--- src/rtl/vga_timing_monitor.sv ---
// vga_timing_monitor
// Receive-side VGA timing checker. Samples hs/vs/rgb on the pixel clock,
// measures line length, hsync width, lines per frame and vsync width, compares
// them against the expected constants and reports lock plus sticky error
// flags. Also captures one pixel at a sync-relative (cap_x, cap_y) position.
//
// Ports:
//   clk          pixel clock
//   rst_n        asynchronous active-low reset
//   hs, vs       sync inputs from the source (active level = HS_POL / VS_POL)
//   rgb          {r[3:0], g[3:0], b[3:0]} from the source
//   clr_err      synchronous clear of err_h / err_v (a new error wins)
//   cap_x        capture column (value of hcnt at capture)
//   cap_y        capture row (value of vcnt at capture)
//   line_len     last measured clocks between hs leading edges (saturating)
//   hs_width     last measured hs active clocks
//   frame_lines  last measured hs leading edges between vs leading edges
//   vs_width     last measured vs active lines
//   frame_done   one-cycle pulse per vs leading edge
//   locked       LOCK_FRAMES consecutive clean frames seen
//   err_h        sticky: line length / hsync width mismatch or hcnt timeout
//   err_v        sticky: frame length / vsync width mismatch
//   cap_rgb      captured pixel
//   cap_valid    one-cycle pulse when cap_rgb updates
module vga_timing_monitor #(
  parameter int H_TOTAL     = 800,
  parameter int H_SYNC      = 96,
  parameter int V_TOTAL     = 525,
  parameter int V_SYNC      = 2,
  parameter int HS_POL      = 0,
  parameter int VS_POL      = 0,
  parameter int CW          = 12,
  parameter int LOCK_FRAMES = 2
) (
  input  logic          clk,
  input  logic          rst_n,
  input  logic          hs,
  input  logic          vs,
  input  logic [11:0]   rgb,
  input  logic          clr_err,
  input  logic [CW-1:0] cap_x,
  input  logic [CW-1:0] cap_y,
  output logic [CW-1:0] line_len,
  output logic [CW-1:0] hs_width,
  output logic [CW-1:0] frame_lines,
  output logic [CW-1:0] vs_width,
  output logic          frame_done,
  output logic          locked,
  output logic          err_h,
  output logic          err_v,
  output logic [11:0]   cap_rgb,
  output logic          cap_valid
);

  localparam logic [CW-1:0] CMAX      = {CW{1'b1}};
  localparam logic [CW-1:0] ONE       = CW'(1);
  localparam logic [CW-1:0] H_TOTAL_C = CW'(H_TOTAL);
  localparam logic [CW-1:0] H_SYNC_C  = CW'(H_SYNC);
  localparam logic [CW-1:0] V_TOTAL_C = CW'(V_TOTAL);
  localparam logic [CW-1:0] V_SYNC_C  = CW'(V_SYNC);
  localparam logic [CW-1:0] LOCK_C    = CW'(LOCK_FRAMES);
  localparam logic          HS_ACT    = (HS_POL != 0);
  localparam logic          VS_ACT    = (VS_POL != 0);

  // Input stage and its previous value (edge detection reference)
  logic          hs_r, vs_r, hs_d, vs_d;
  logic [11:0]   rgb_r;
  // in_valid: hs_r/vs_r hold real samples; prev_valid: hs_d/vs_d do too.
  // Edges are only believed once both stages hold post-reset samples, so a
  // reset released in the middle of a sync pulse does not fake an edge.
  logic          in_valid, prev_valid;

  logic [CW-1:0] hcnt, hact_cnt, vcnt, vact_cnt, lock_cnt;
  logic          h_armed, v_armed, frame_bad;

  logic          hs_act_r, hs_act_d, vs_act_r, vs_act_d;
  logic          hs_lead, hs_trail, vs_lead, vs_trail;
  logic [CW-1:0] line_meas, lock_inc;
  logic          h_len_bad, h_wid_bad, h_tmo, v_len_bad, v_wid_bad;
  logic          h_bad, v_bad, any_bad, cap_hit;

  function automatic logic [CW-1:0] sat_inc(input logic [CW-1:0] v);
    return (v == CMAX) ? CMAX : v + ONE;
  endfunction

  assign hs_act_r = (hs_r == HS_ACT);
  assign hs_act_d = (hs_d == HS_ACT);
  assign vs_act_r = (vs_r == VS_ACT);
  assign vs_act_d = (vs_d == VS_ACT);

  assign hs_lead  = prev_valid &  hs_act_r & ~hs_act_d;
  assign hs_trail = prev_valid & ~hs_act_r &  hs_act_d;
  assign vs_lead  = prev_valid &  vs_act_r & ~vs_act_d;
  assign vs_trail = prev_valid & ~vs_act_r &  vs_act_d;

  // Clocks since the previous leading edge, counting the edge clock itself
  assign line_meas = sat_inc(hcnt);

  // Comparisons need one full interval behind them: the first edge of each
  // kind only sets the armed flag.
  assign h_len_bad = hs_lead  & h_armed & (line_meas != H_TOTAL_C);
  assign h_wid_bad = hs_trail & h_armed & (hact_cnt  != H_SYNC_C);
  // Flag the single clock in which hcnt reaches its ceiling
  assign h_tmo     = (hcnt == CMAX - ONE) & ~hs_lead;
  assign v_len_bad = vs_lead  & v_armed & (vcnt     != V_TOTAL_C);
  assign v_wid_bad = vs_trail & v_armed & (vact_cnt != V_SYNC_C);

  assign h_bad   = h_len_bad | h_wid_bad | h_tmo;
  assign v_bad   = v_len_bad | v_wid_bad;
  assign any_bad = h_bad | v_bad;

  assign lock_inc = (lock_cnt >= LOCK_C) ? lock_cnt : lock_cnt + ONE;
  assign cap_hit  = (hcnt == cap_x) & (vcnt == cap_y);

  always_ff @(posedge clk or negedge rst_n) begin
    if (!rst_n) begin
      hs_r        <= 1'b0;
      vs_r        <= 1'b0;
      hs_d        <= 1'b0;
      vs_d        <= 1'b0;
      rgb_r       <= '0;
      in_valid    <= 1'b0;
      prev_valid  <= 1'b0;
      hcnt        <= '0;
      hact_cnt    <= '0;
      vcnt        <= '0;
      vact_cnt    <= '0;
      lock_cnt    <= '0;
      h_armed     <= 1'b0;
      v_armed     <= 1'b0;
      frame_bad   <= 1'b0;
      line_len    <= '0;
      hs_width    <= '0;
      frame_lines <= '0;
      vs_width    <= '0;
      frame_done  <= 1'b0;
      locked      <= 1'b0;
      err_h       <= 1'b0;
      err_v       <= 1'b0;
      cap_rgb     <= '0;
      cap_valid   <= 1'b0;
    end else begin
      hs_r       <= hs;
      vs_r       <= vs;
      rgb_r      <= rgb;
      hs_d       <= hs_r;
      vs_d       <= vs_r;
      in_valid   <= 1'b1;
      prev_valid <= in_valid;

      // Horizontal measurements
      hcnt <= hs_lead ? '0 : sat_inc(hcnt);
      if (hs_lead) begin
        line_len <= line_meas;
        h_armed  <= 1'b1;
      end
      // The leading-edge clock is the first active clock of the pulse
      if (hs_lead)
        hact_cnt <= ONE;
      else if (hs_act_r)
        hact_cnt <= sat_inc(hact_cnt);
      if (hs_trail)
        hs_width <= hact_cnt;

      // Vertical measurements; an hs edge coincident with the vs edge is
      // the first line of the new frame.
      if (vs_lead)
        vcnt <= hs_lead ? ONE : '0;
      else if (hs_lead)
        vcnt <= sat_inc(vcnt);
      if (vs_lead) begin
        frame_lines <= vcnt;
        v_armed     <= 1'b1;
      end
      frame_done <= vs_lead;

      if (vs_lead)
        vact_cnt <= hs_lead ? ONE : '0;
      else if (hs_lead && vs_act_r)
        vact_cnt <= sat_inc(vact_cnt);
      if (vs_trail)
        vs_width <= vact_cnt;

      // Sticky errors: a new error takes priority over the clear
      if (h_bad)
        err_h <= 1'b1;
      else if (clr_err)
        err_h <= 1'b0;
      if (v_bad)
        err_v <= 1'b1;
      else if (clr_err)
        err_v <= 1'b0;

      // frame_bad tracks the frame in progress. A mismatch found on the
      // vs edge itself belongs to the frame that just ended; it already
      // blocks that frame's credit through the any_bad branch below.
      frame_bad <= vs_lead ? 1'b0 : (frame_bad | any_bad);

      if (any_bad) begin
        lock_cnt <= '0;
        locked   <= 1'b0;
      end else if (vs_lead && v_armed && !frame_bad) begin
        lock_cnt <= lock_inc;
        locked   <= (lock_inc == LOCK_C);
      end

      cap_valid <= cap_hit;
      if (cap_hit)
        cap_rgb <= rgb_r;
    end
  end

endmodule
--- config.mk ---
export PLATFORM = sky130hd
export DESIGN_NAME = vga_timing_monitor
export DESIGN_NICKNAME = d
export VERILOG_FILES = /design/src/rtl/vga_timing_monitor.sv
export SDC_FILE = /design/constraint.sdc
export NUM_CORES = 1
export LEC_CHECK = 0
export ABC_AREA = 1
export BUFFER_PORTS_ARGS = -buffer_cell sky130_fd_sc_hd__buf_2
export CORE_MARGIN = 5
export CORE_UTILIZATION = 51
export CTS_CLUSTER_DIAMETER = 30
export CTS_CLUSTER_SIZE = 25
export DETAILED_ROUTE_END_ITERATION = 8
export GPL_TIMING_DRIVEN = 1
export PLACE_DENSITY = 0.76
export SYNTH_ARGS = -nofsm -noshare
export SYNTH_HDL_FRONTEND = slang
export SYNTH_SLANG_ARGS = --single-unit
export TNS_END_PERCENT = 30
--- constraint.sdc ---
create_clock -name clk -period 2 [get_ports clk]
set_clock_uncertainty 0.2 [all_clocks]
set_input_delay 0.4 -clock clk [delete_from_list [all_inputs] [get_ports clk]]
set_output_delay 0.4 -clock clk [all_outputs]
set_load 0.05 [all_outputs]
-- After elaboration in Yosys (flattened, before gate mapping)
Cells that the tools add are included.
- bits in registers: 146
- bits of input ports: 41
- output and inout port bits: 65
- word-level logic and storage cells: 102
- $add $sub $neg: 5
- order comparisons: 1
- equality and inequality tests: 13
- muxes and demuxes: 21
- bitwise logic cells: 28
- reductions and logical operators: 9
- operators with widths (kind ; number):
    $mux 12 ; 14
    $add 12x1->12 const B ; 5
    $eq 12x12->1 const B ; 5
    $eq 12x12->1 ; 2
    $ne 12x10->1 const B ; 2
    $and 1x1->1 ; 18
    $eq 12x2->1 const B ; 1
    $ge 12x2->1 const B ; 1
    $ne 12x2->1 const B ; 1
    $ne 12x7->1 const B ; 1
    $reduce_bool 2->1 ; 5
    $mux 1 ; 7
    $not 1->1 ; 5
    $or 1x1->1 ; 5
    $logic_and 1x1->1 ; 3
    $ne 2x1->1 const B ; 1
    $logic_not 1->1 ; 1

-- Depth between registers and ports, before layout
Gate-level depths: netlist of run 1.
- word-level depth: 10
- mapped depth: 14
- gate-level depth less buffers: 14

-- Worst setup path before layout of run 1
No wires, ideal clock.
- kind: register -> register
- from: reg hcnt[0]
- to: reg lock_cnt[0]
- library setup time: 0.073 ns
- arrival: 1.860 ns
- required time: 1.727 ns
- setup slack: -0.133 ns
- cell stages (with the launch flop): 14
- buffers on the path: 2
- period minus slack after synthesis: 2.133 ns
- cells stage by stage: dfrtp_1 > ha_1 > nand2_2 > nor2_2 > nand3_2 > buf_6 > nand3_2 > nand3_1 > nor2_1 > nand2_1 > nand2_2 > nand3_4 > buf_6 > a21oi_2
- longest elaborated chain between the ends: 8
- elaborated cells between the ends (all ways): 12
- those cells by class: add/sub (1); eq/ne (3); mux (2); bitwise (5); reduce/logical (1)
- RTL lines (what ; RTL line ; text):
    start: declaration ; 73 ; logic [CW-1:0] hcnt, hact_cnt, vcnt, vact_cnt, lock_cnt;
    start signal: assignment ; 152 ; hcnt <= hs_lead ? '0 : sat_inc(hcnt);
    $add 12x1->12 / $eq 12x12->1 (equally long branches) ; 83 ; return (v == CMAX) ? CMAX : v + ONE;
    $mux 12 ; 83 ;
    $ne 12x10->1 ; 101 ; assign h_len_bad = hs_lead & h_armed & (line_meas != H_TOTAL_C);
    $and 1x1->1 ; 101 ;
    $or 1x1->1 ; 108 ; assign h_bad = h_len_bad | h_wid_bad | h_tmo;
    $or 1x1->1 (*) ; 108 ;
    $or 1x1->1 (*) ; 110 ; assign any_bad = h_bad | v_bad;
    $mux 12 / $reduce_bool 2->1 (equally long branches) ; -- ;
    end signal: assignment ; 203 ; lock_cnt <= lock_inc;
    end: declaration ; 73 ;
Mark *: on every way between the ends. The rest lies on a longest branch, timed or not.
A chain may end at the register's enable or synchronous reset.

-- Worst setup path in the final report of run 1
- from: reg hcnt[1]
- to: reg locked
- longest elaborated chain between the ends: 8
- elaborated cells between the ends (all ways): 12
- those cells by class: add/sub (1); eq/ne (3); mux (2); bitwise (5); reduce/logical (1)
- RTL lines (what ; RTL line ; text):
    $add 12x1->12 / $eq 12x12->1 (equally long branches) ; 83 ;
    $mux 12 ; 83 ;
    $ne 12x10->1 ; 101 ;
    $and 1x1->1 ; 101 ;
    $or 1x1->1 ; 108 ;
    $or 1x1->1 (*) ; 108 ;
    $or 1x1->1 (*) ; 110 ;
    $mux 1 / $reduce_bool 2->1 (equally long branches) ; -- ;
    end signal: assignment ; 204 ; locked <= (lock_inc == LOCK_C);
    end: declaration ; 48 ; output logic locked,
Marked as above.

==> results.cfg, run 1 <==
[timing]
max_freq_mhz = 468
slew_viol_final = 0
fin_crit_sh_pct = 107
hold_viol = 0
relSlewSlack_pct = 64.7
min_period_ps = 2140
final.setup.tns_ps = -1190
worst-slew-pin-transition_ps = 529
fin_ws_ps = -135
rsz0062_at_grt = true
setup-violations-final = 14

[power_and_ir_drop]
p_leak_nw = 4.66
peakVddDrop_mv = 0.705
p_per_area_nw_per_um2 = 885

[worst_setup_path]
reg2reg_slack_ps = -140
crit_start = hcnt[1]$_DFF_PN0_
arrival_ps = 2280
crit_type = reg2reg
cp.required_ps = 2150
cp_top_family = simple AND/OR/NAND/NOR gates
endpoint_kind = flop
crit_top_cell = nand3_1
worstReg2RegStart = hcnt[1]$_DFF_PN0_
rr_endpoint = locked$_DFFE_PN0P_
crit_buf_inv = 1
reg2regPathDepth = 11
crit_path_end = locked$_DFFE_PN0P_
critPathMaxFanout = 7
crit_path_max_incr_delay_ps = 450
worst-path-stages = 11
path_cells = ha_4 -> buf_4 -> nand4_1 -> nand3_1 -> nor2_1 -> nand3_1 -> nor2_2 -> nand2_2 -> nand2_4 -> nand3_4 -> a21oi_2
crit_slowest_cell = dfrtp_2
cp-start-kind = flop

[synthesis]
yosysWarnings = 0
synth-edff-count = 0
async_flop_share_pct = 100
syn_inst = 794
syn_avg_cell_area_um2 = 8.59
synth_area_um2 = 6820
yosys.cell_types.count = 36
ys_seq_area_share_pct = 53.6
synth_nets = 845
ys_ff_latch = 146
ys.flop_type = dfrtp_1

[floorplan]
start_util_pct = 51.7
ioPinCount = 106
die_h_um = 126
rows = 42
coreArea_um2 = 13200
fp.dieW_um = 126
dieArea_um2 = 15800

[place]
placed_cells = 1123
routabilityCongestion = 0.898
dpl_worst_slack_ps = -94.6
dp_hpwl_um = 11600
portBuffers = 105

[layout]
num_antenna_cells = 0
drive_gt1_share_pct = 31.2
final_cells = 1180
syn_to_final_growth_pct = 35.1
nNetsFinal = 1042

[cts]
cts_max_path_buffers = 2
cts_tree = built
clock-sinks = 146
cts_made_buffers = 17
clk_pin_slew_worst_paths_ps = 60
clk_latency_ps = 420
cts_root_buf = clkbuf_16
cts_max_level = 4

[drt]
viasPerCell = 5.24
drt_iter0_markers = 548
drt-total-wl_um = 17600
drc = 0
ant_nets = 0
routed-via-count = 6189
drt_first_pass_iters = 5
wire_per_inst_um = 14.9

[global_route]
grt_pass1_wl_um = 28100
grt_pass1_vias = 5755
grt.total_usage_pct = 21.8
overflow = 0
grt_max_degree = 53
antenna_found_initial = 0

[status]
status = complete, but fails checks
violations = negative setup slack

[run]
cap_viol_max_count = 0

[worst_hold_path]
hold_class = in2reg
logic make-up after synthesis:
kind of cell             count (synthesis)  share of synthesized area, %
buffers and inverters                  126                          7.27
other                                    1                        0.0550
flip-flops                             146                          53.6
adder cells (fa/ha/maj)                 10                          1.84
AO/OA/AOI/OAI                          125                          9.99
AND/OR/NAND/NOR                        352                          22.9
XOR/XNOR                                34                          4.37
cells in the mapped netlist, drive strengths merged (6+ instances only):
master	number	share of area [%]
nand2	184	10
ha	10	1.8
nor2	75	4.8
o21ai	81	5.9
nand3	54	4.4
nor4	6	0.55
nand4	13	1.2
dfrtp	146	54
xor2	19	2.4
o22ai	10	0.92
nor3	16	1.4
a21oi	17	1.3
xnor2	15	1.9
a31oi	6	0.55
clkbuf	20	1.1
inv	102	5.6
sequential cells by signal, indices dropped and copies added (netlist names), 12 cells and up:
signal	count
cap_rgb	12
frame_lines	12
hact_cnt	12
hcnt	12
hs_width	12
line_len	12
lock_cnt	12
rgb_r	12
vact_cnt	12
vcnt	12
vs_width	12
routing by layer:
| layer | vias to the layer above | wire length, µm | GRT usage [%] |
|---|---|---|---|
| li1 | 2957 | - | - |
| met3 | 33 | 891 | 4.87 |
| met5 | - | 0 | 0 |
| met2 | 192 | 8880 | 35.2 |
| met4 | 0 | 289 | 5.80 |
| met1 | 3007 | 7490 | 29.9 |
power by group:
| part | leakage, nW | internal (mW) | switching, mW |
|---|---|---|---|
| Combinational | 2.45 | 0.602 | 1.02 |
| Sequential | 1.93 | 3.17 | 0.203 |
| Clock | 0.273 | 1.89 | 1.27 |
| Total | 4.65 | 5.66 | 2.50 |
worst min-delay path by stage:
stage	endpoint	slack, ps	depth (start not counted)	from
after floorplan	cap_rgb[0]$_DFFE_PN0P_	-100	0	rst_n
after global placement	prev_valid$_DFF_PN0_	130	0	in_valid$_DFF_PN0_
after detailed placement	prev_valid$_DFF_PN0_	130	0	in_valid$_DFF_PN0_
after CTS	err_v$_DFFE_PN0P_	10	2	clr_err
after global routing	err_v$_DFFE_PN0P_	40	2	clr_err
final	err_v$_DFFE_PN0P_	30	2	clr_err
final cells by class:
cell class | count | area [µm²]
clock buffer | 19 | 443
clock inverter | 13 | 150
fill | 943 | 3980
inverter | 102 | 383
multi-input combinational | 523 | 3010
sequential | 146 | 3660
tap | 176 | 220
timing repair buffer | 201 | 1340
cells in the final DEF, fill, tap and decap left out, drive strengths merged:
cell,n
buf,186
nand2,184
dfrtp,146
inv,106
o21ai,81
nor2,75
nand3,55
xor2,19
clkbuf,19
a21oi,17
nor3,16
dlygate4sd3,15
xnor2,15
nand4,13
o22ai,10
ha,10
a31oi,6
nor4,6
clkinvlp,5
o21bai,4
or2,3
o211ai,2
bufinv,2
clkinv,2
nand3b,1
o31ai,1
a41oi,1
o221ai,1
o21a,1
a31o,1
conb,1
metrics by stage:
| stage | power, mW | util [%] | instance area, µm² | hold WS (ps) |
|---|---|---|---|---|
| final | 8.15 | 69.8 | 9210 | 25.9 |
| after global routing | 8.50 | 69.8 | 9210 | 37.9 |
| after CTS | 8.07 | 67.4 | 8900 | 11.8 |
| after detailed placement | 4.87 | 61.3 | 8080 | 135 |
| after global placement | 4.84 | 61.3 | 8080 | 132 |
| after floorplan | 4.30 | - | 6840 | -95.6 |
repair_timing:
| item | CTS | global route |
|---|---|---|
| gates cloned | 1 | 0 |
| hold endpoints to repair | 60 | 0 |
| hold buffers | 15 | 0 |
| endpoints found under the setup margin | 24 | 65 |
| buffers inserted | 2 | 7 |
| pin swaps | 4 | 31 |
| resized for setup | 14 | 66 |
No activity file was read; power rests on OpenSTA's default activity.
==> inputs of run 2 (changes only) <==
--- a/config.mk
+++ b/config.mk
@@ -14,6 +14,7 @@
 export DETAILED_ROUTE_END_ITERATION = 8
 export GPL_TIMING_DRIVEN = 1
 export PLACE_DENSITY = 0.76
+export RECOVER_POWER = 25
 export SYNTH_ARGS = -nofsm -noshare
 export SYNTH_HDL_FRONTEND = slang
 export SYNTH_SLANG_ARGS = --single-unit
==> results.cfg, run 2 (synthesized netlist as in run 1, its figures left out) <==
[status]
status = complete, but fails checks
violations = negative setup slack

[place]
dpl_worst_slack_ps = -94.6
routabilityCongestion = 0.898
portBuffers = 105
dp_hpwl_um = 11600

[worst_setup_path]
crit_slowest_cell = dfrtp_2
rr_endpoint = locked$_DFFE_PN0P_
worstReg2RegStart = hcnt[1]$_DFF_PN0_
path_cells = ha_4 -> buf_4 -> nand4_1 -> nand3_1 -> nor2_1 -> nand3_1 -> nor2_2 -> nand2_2 -> nand2_4 -> nand3_4 -> a21oi_2
cp.required_ps = 2150
crit_path_max_incr_delay_ps = 450
cp_top_family = simple AND/OR/NAND/NOR gates
endpoint_kind = flop
crit_top_cell = nand3_1
reg2reg_slack_ps = -130
arrival_ps = 2280
crit_buf_inv = 1
critPathMaxFanout = 7
reg2regPathDepth = 11
cp-start-kind = flop
worst-path-stages = 11
crit_start = hcnt[1]$_DFF_PN0_
crit_type = reg2reg
crit_path_end = locked$_DFFE_PN0P_

[cts]
cts_root_buf = clkbuf_16
cts_max_level = 4
cts_max_path_buffers = 2
clk_latency_ps = 420
cts_made_buffers = 17
cts_tree = built
clk_pin_slew_worst_paths_ps = 60
clock-sinks = 146

[drt]
routed-via-count = 6152
drt_iter0_markers = 531
drt_first_pass_iters = 5
viasPerCell = 5.21
drc = 0
ant_nets = 0
wire_per_inst_um = 14.9
drt-total-wl_um = 17600

[global_route]
grt_pass1_vias = 5755
antenna_found_initial = 0
grt_pass1_wl_um = 28100
overflow = 0
grt.total_usage_pct = 21.8
grt_max_degree = 53

[layout]
final_common_cell = nand2_1
multi_input_area_um2 = 3010
num_antenna_cells = 0
nNetsFinal = 1042
drive_gt1_share_pct = 31.1
syn_to_final_growth_pct = 34.8
regArea_um2 = 3660
final_cell_mix = nand2_1, dfrtp_1, buf_2
nFillCells = 947

[timing]
hold_viol = 0
min_period_ps = 2130
relSlewSlack_pct = 49.1
rsz0062_at_grt = true
fin_crit_sh_pct = 106
fin_ws_ps = -128
final.setup.tns_ps = -1090
worst-slew-pin-transition_ps = 764
slew_viol_final = 0
max_freq_mhz = 470
setup-violations-final = 14

[floorplan]
coreArea_um2 = 13200
start_util_pct = 51.7
fp.dieW_um = 126
dieArea_um2 = 15800
ioPinCount = 106
die_h_um = 126
rows = 42

[power_and_ir_drop]
p_per_area_nw_per_um2 = 887
switchingPower_mw = 2.50
peakVddDrop_mv = 0.706
p_sw_share_pct = 30.6
internal_power_mw = 5.65
seq_power_share_pct = 41.4
p_comb_share_pct = 19.8
p_leak_nw = 4.65
power.share.clock_pct = 38.8

[worst_hold_path]
hold_class = in2reg

[run]
cap_viol_max_count = 0
-- run 2: timing repair --
item,in CTS,in global routing
endpoints found under the hold margin,60,0
gates resized for setup,14,66
buffers inserted,2,7
hold buffers,15,0
pin swaps,4,31
endpoints found under the setup margin,24,65
cloned,1,0
-- run 2: worst min path at each step --
stage | from | to | slack (ps) | depth (start not counted)
after floorplan | rst_n | cap_rgb[0]$_DFFE_PN0P_ | -100 | 0
after global placement | in_valid$_DFF_PN0_ | prev_valid$_DFF_PN0_ | 130 | 0
after detailed placement | in_valid$_DFF_PN0_ | prev_valid$_DFF_PN0_ | 130 | 0
after CTS | clr_err | err_v$_DFFE_PN0P_ | 10 | 2
after global routing | clr_err | err_v$_DFFE_PN0P_ | 40 | 2
final | clr_err | err_v$_DFFE_PN0P_ | 30 | 2
-- run 2: power by group through the flow --
stage,logic [mW],registers (mW),clock network (mW)
after detailed placement,1.48,3.39,0
final,1.62,3.37,3.16
after floorplan,0.614,3.69,0
after CTS,1.53,3.34,3.20
after global routing,1.77,3.40,3.33
after global placement,1.46,3.38,0
-- run 2: area by class of cell --
cell class | count | share of cell area [%]
Sequential cell | 146 | 39.9
Multi-Input combinational cell | 523 | 32.8
Timing Repair Buffer | 201 | 14.4
Clock buffer | 19 | 4.82
Inverter | 102 | 4.17
Tap cell | 176 | 2.40
Clock inverter | 13 | 1.63
-- run 2: per-layer routing --
layer / part of all wire (%) / global-route usage [%] / vias up / wire, µm
li1: - / - / 2952 / -
met5: 0 / 0 / - / 0
met2: 50 / 35.2 / 188 / 8850
met4: 1.8 / 5.80 / 0 / 319
met1: 43 / 29.9 / 2980 / 7540
met3: 5.2 / 4.87 / 32 / 908
-- run 2: worst register-to-register path: cells and delay by family, from the launching register on --
family                     cells  cell delay [ps]
buffers and inverters          1              130
adders and majority gates      1              200
DFF                            1              450
and+or+nand+nor                8              920
AOI/OAI and AO/OA              1              150
-- run 2: through the flow --
step	cells	total power [mW]	hold slack (ps)	utilization, %	cell area [µm²]
floorplan	794	4.30	-95.6	-	6840
global placement	1123	4.84	132	61.3	8080
detailed placement	1123	4.87	135	61.3	8080
CTS	1173	8.07	11.8	67.4	8900
global route	1180	8.50	37.9	69.6	9190
finish	1180	8.15	27.1	69.6	9190
==> inputs of run 3 (changes only) <==
--- a/config.mk
+++ b/config.mk
@@ -6,14 +6,14 @@
 export NUM_CORES = 1
 export LEC_CHECK = 0
 export ABC_AREA = 1
-export BUFFER_PORTS_ARGS = -buffer_cell sky130_fd_sc_hd__buf_2
 export CORE_MARGIN = 5
-export CORE_UTILIZATION = 51
+export CORE_UTILIZATION = 57
 export CTS_CLUSTER_DIAMETER = 30
 export CTS_CLUSTER_SIZE = 25
 export DETAILED_ROUTE_END_ITERATION = 8
+export DONT_BUFFER_PORTS = 1
 export GPL_TIMING_DRIVEN = 1
-export PLACE_DENSITY = 0.76
+export PLACE_DENSITY = 0.75
 export RECOVER_POWER = 25
 export SYNTH_ARGS = -nofsm -noshare
 export SYNTH_HDL_FRONTEND = slang
==> results.cfg, run 3 (synthesized netlist as in run 1, its figures left out) <==
[drt]
drt_first_pass_iters = 5
drt_iter0_markers = 417
drc = 0
drt-total-wl_um = 17600
wire_per_inst_um = 16.8
routed-via-count = 5808
ant_nets = 0
viasPerCell = 5.57

[worst_setup_path]
critPathMaxFanout = 7
crit_type = reg2reg
endpoint_kind = flop
arrival_ps = 2250
cp-start-kind = flop
cp.required_ps = 2160

[cts]
cts_max_level = 4
cts_root_buf = clkbuf_16
hold_buffers = 15
cts_max_path_buffers = 2
clock-sinks = 146
cts_tree = built
cts_made_buffers = 17
clk_pin_slew_worst_paths_ps = 60
clk_latency_ps = 430

[worst_hold_path]
hold_class = in2async

[global_route]
grt.total_usage_pct = 24.8
grt_pass1_wl_um = 28400
met1_usage_pct = 31.6
grt_pass1_vias = 5778
met2_usage_pct = 41.2
grt_util_met3_pct = 6.65
grt_max_degree = 147
overflow = 0
antenna_found_initial = 0
gr-max-usage-layer = met2

[layout]
final_common_cell = nand2_1
num_antenna_cells = 0
syn_to_final_growth_pct = 26.0
final_cell_mix = nand2_1, dfrtp_1, inv_1
drive_gt1_share_pct = 22.4
nNetsFinal = 934
post-route-util_pct = 72.4

[power_and_ir_drop]
switchingPower_mw = 2.38
power_mw = 8.26
p_per_area_nw_per_um2 = 962
p_sw_share_pct = 28.8
p_comb_share_pct = 12.4
power.share.clock_pct = 42.6
p_leak_nw = 4.12
peakVddDrop_mv = 0.661
seq_power_share_pct = 45.0
internal_power_mw = 5.88

[timing]
setup-violations-final = 20
max_freq_mhz = 477
rsz0062_at_grt = true
fin_ws_ps = -95.9
final.setup.tns_ps = -989
relSlewSlack_pct = 64.8
worst-slew-pin-transition_ps = 527
slew_viol_final = 0
whs_ps = -532
fin_crit_sh_pct = 105
min_period_ps = 2100
hold_viol = 146

[place]
dp_hpwl_um = 11400
portBuffers = 0
routabilityCongestion = 0.937
dpl_worst_slack_ps = -139

[floorplan]
dieArea_um2 = 14200
coreArea_um2 = 11900
die_h_um = 119
start_util_pct = 57.5
fp.dieW_um = 119
rows = 40
ioPinCount = 106

[status]
violations = negative hold slack, negative setup slack
status = complete, but fails checks

[run]
cap_viol_max_count = 0
-- run 3: routing by layer --
metal,up-vias,share of wire (%)
met2,218,50
li1,2744,-
met4,0,2.3
met1,2807,41
met3,39,6.5
met5,-,0
-- run 3: cell type report --
class | instances | area [µm²]
inverters | 102 | 383
clock buffers | 19 | 443
fillers | 824 | 3280
clock inverters | 13 | 208
flip-flops and latches | 146 | 3660
well taps | 147 | 184
multi-input cells | 523 | 2950
repair buffers | 93 | 763
-- run 3: worst max-delay path: stages (launching register included) --
cell and delay [ps]:
dfrtp_2 410, buf_6 110, nand2_2 60, nor2_4 190
nand2_1 70, nand2_1 80, nand2_2 60, nor2_2 120
nand3_1 90, nor2_1 150, nand2_2 90, nand2_4 110
nand3_4 150, a21oi_2 130
-- run 3: per-stage QoR --
stage	cells	area, µm²
after floorplan	794	6840
after global placement	977	7380
after detailed placement	977	7380
after CTS	1028	8310
after global routing	1043	8590
final	1043	8590
-- run 3: final timing paths --
check / startpoint / end / depth (start not counted) / slack (ps)
worst max-delay path: hcnt[1]$_DFF_PN0_ / lock_cnt[1]$_DFFE_PN0P_ / 13 / -100
worst min register to register: in_valid$_DFF_PN0_ / prev_valid$_DFF_PN0_ / 0 / 160
min in group clk: in_valid$_DFF_PN0_ / prev_valid$_DFF_PN0_ / 0 / 160
max in group asynchronous: rst_n / hcnt[3]$_DFF_PN0_ / 0 / 1920
worst min-delay path: rst_n / frame_lines[6]$_DFFE_PN0P_ / 0 / -530
worst max register to register: hcnt[1]$_DFF_PN0_ / lock_cnt[1]$_DFFE_PN0P_ / 13 / -100
-- run 3: timing repair --
action / in CTS / in global routing
endpoints found under the hold margin: 162 / 146
setup endpoints to repair: 26 / 62
buffers inserted: 3 / 15
cloned: 1 / 0
pin swaps: 9 / 18
resized for setup: 21 / 56
-- run 3: power groups by stage --
stage	logic [mW]	clock network, mW	registers, mW
floorplan	0.614	0	3.69
global placement	0.856	0	3.74
detailed placement	0.883	0	3.75
CTS	0.966	3.54	3.70
global route	1.14	3.69	3.75
finish	1.02	3.52	3.72
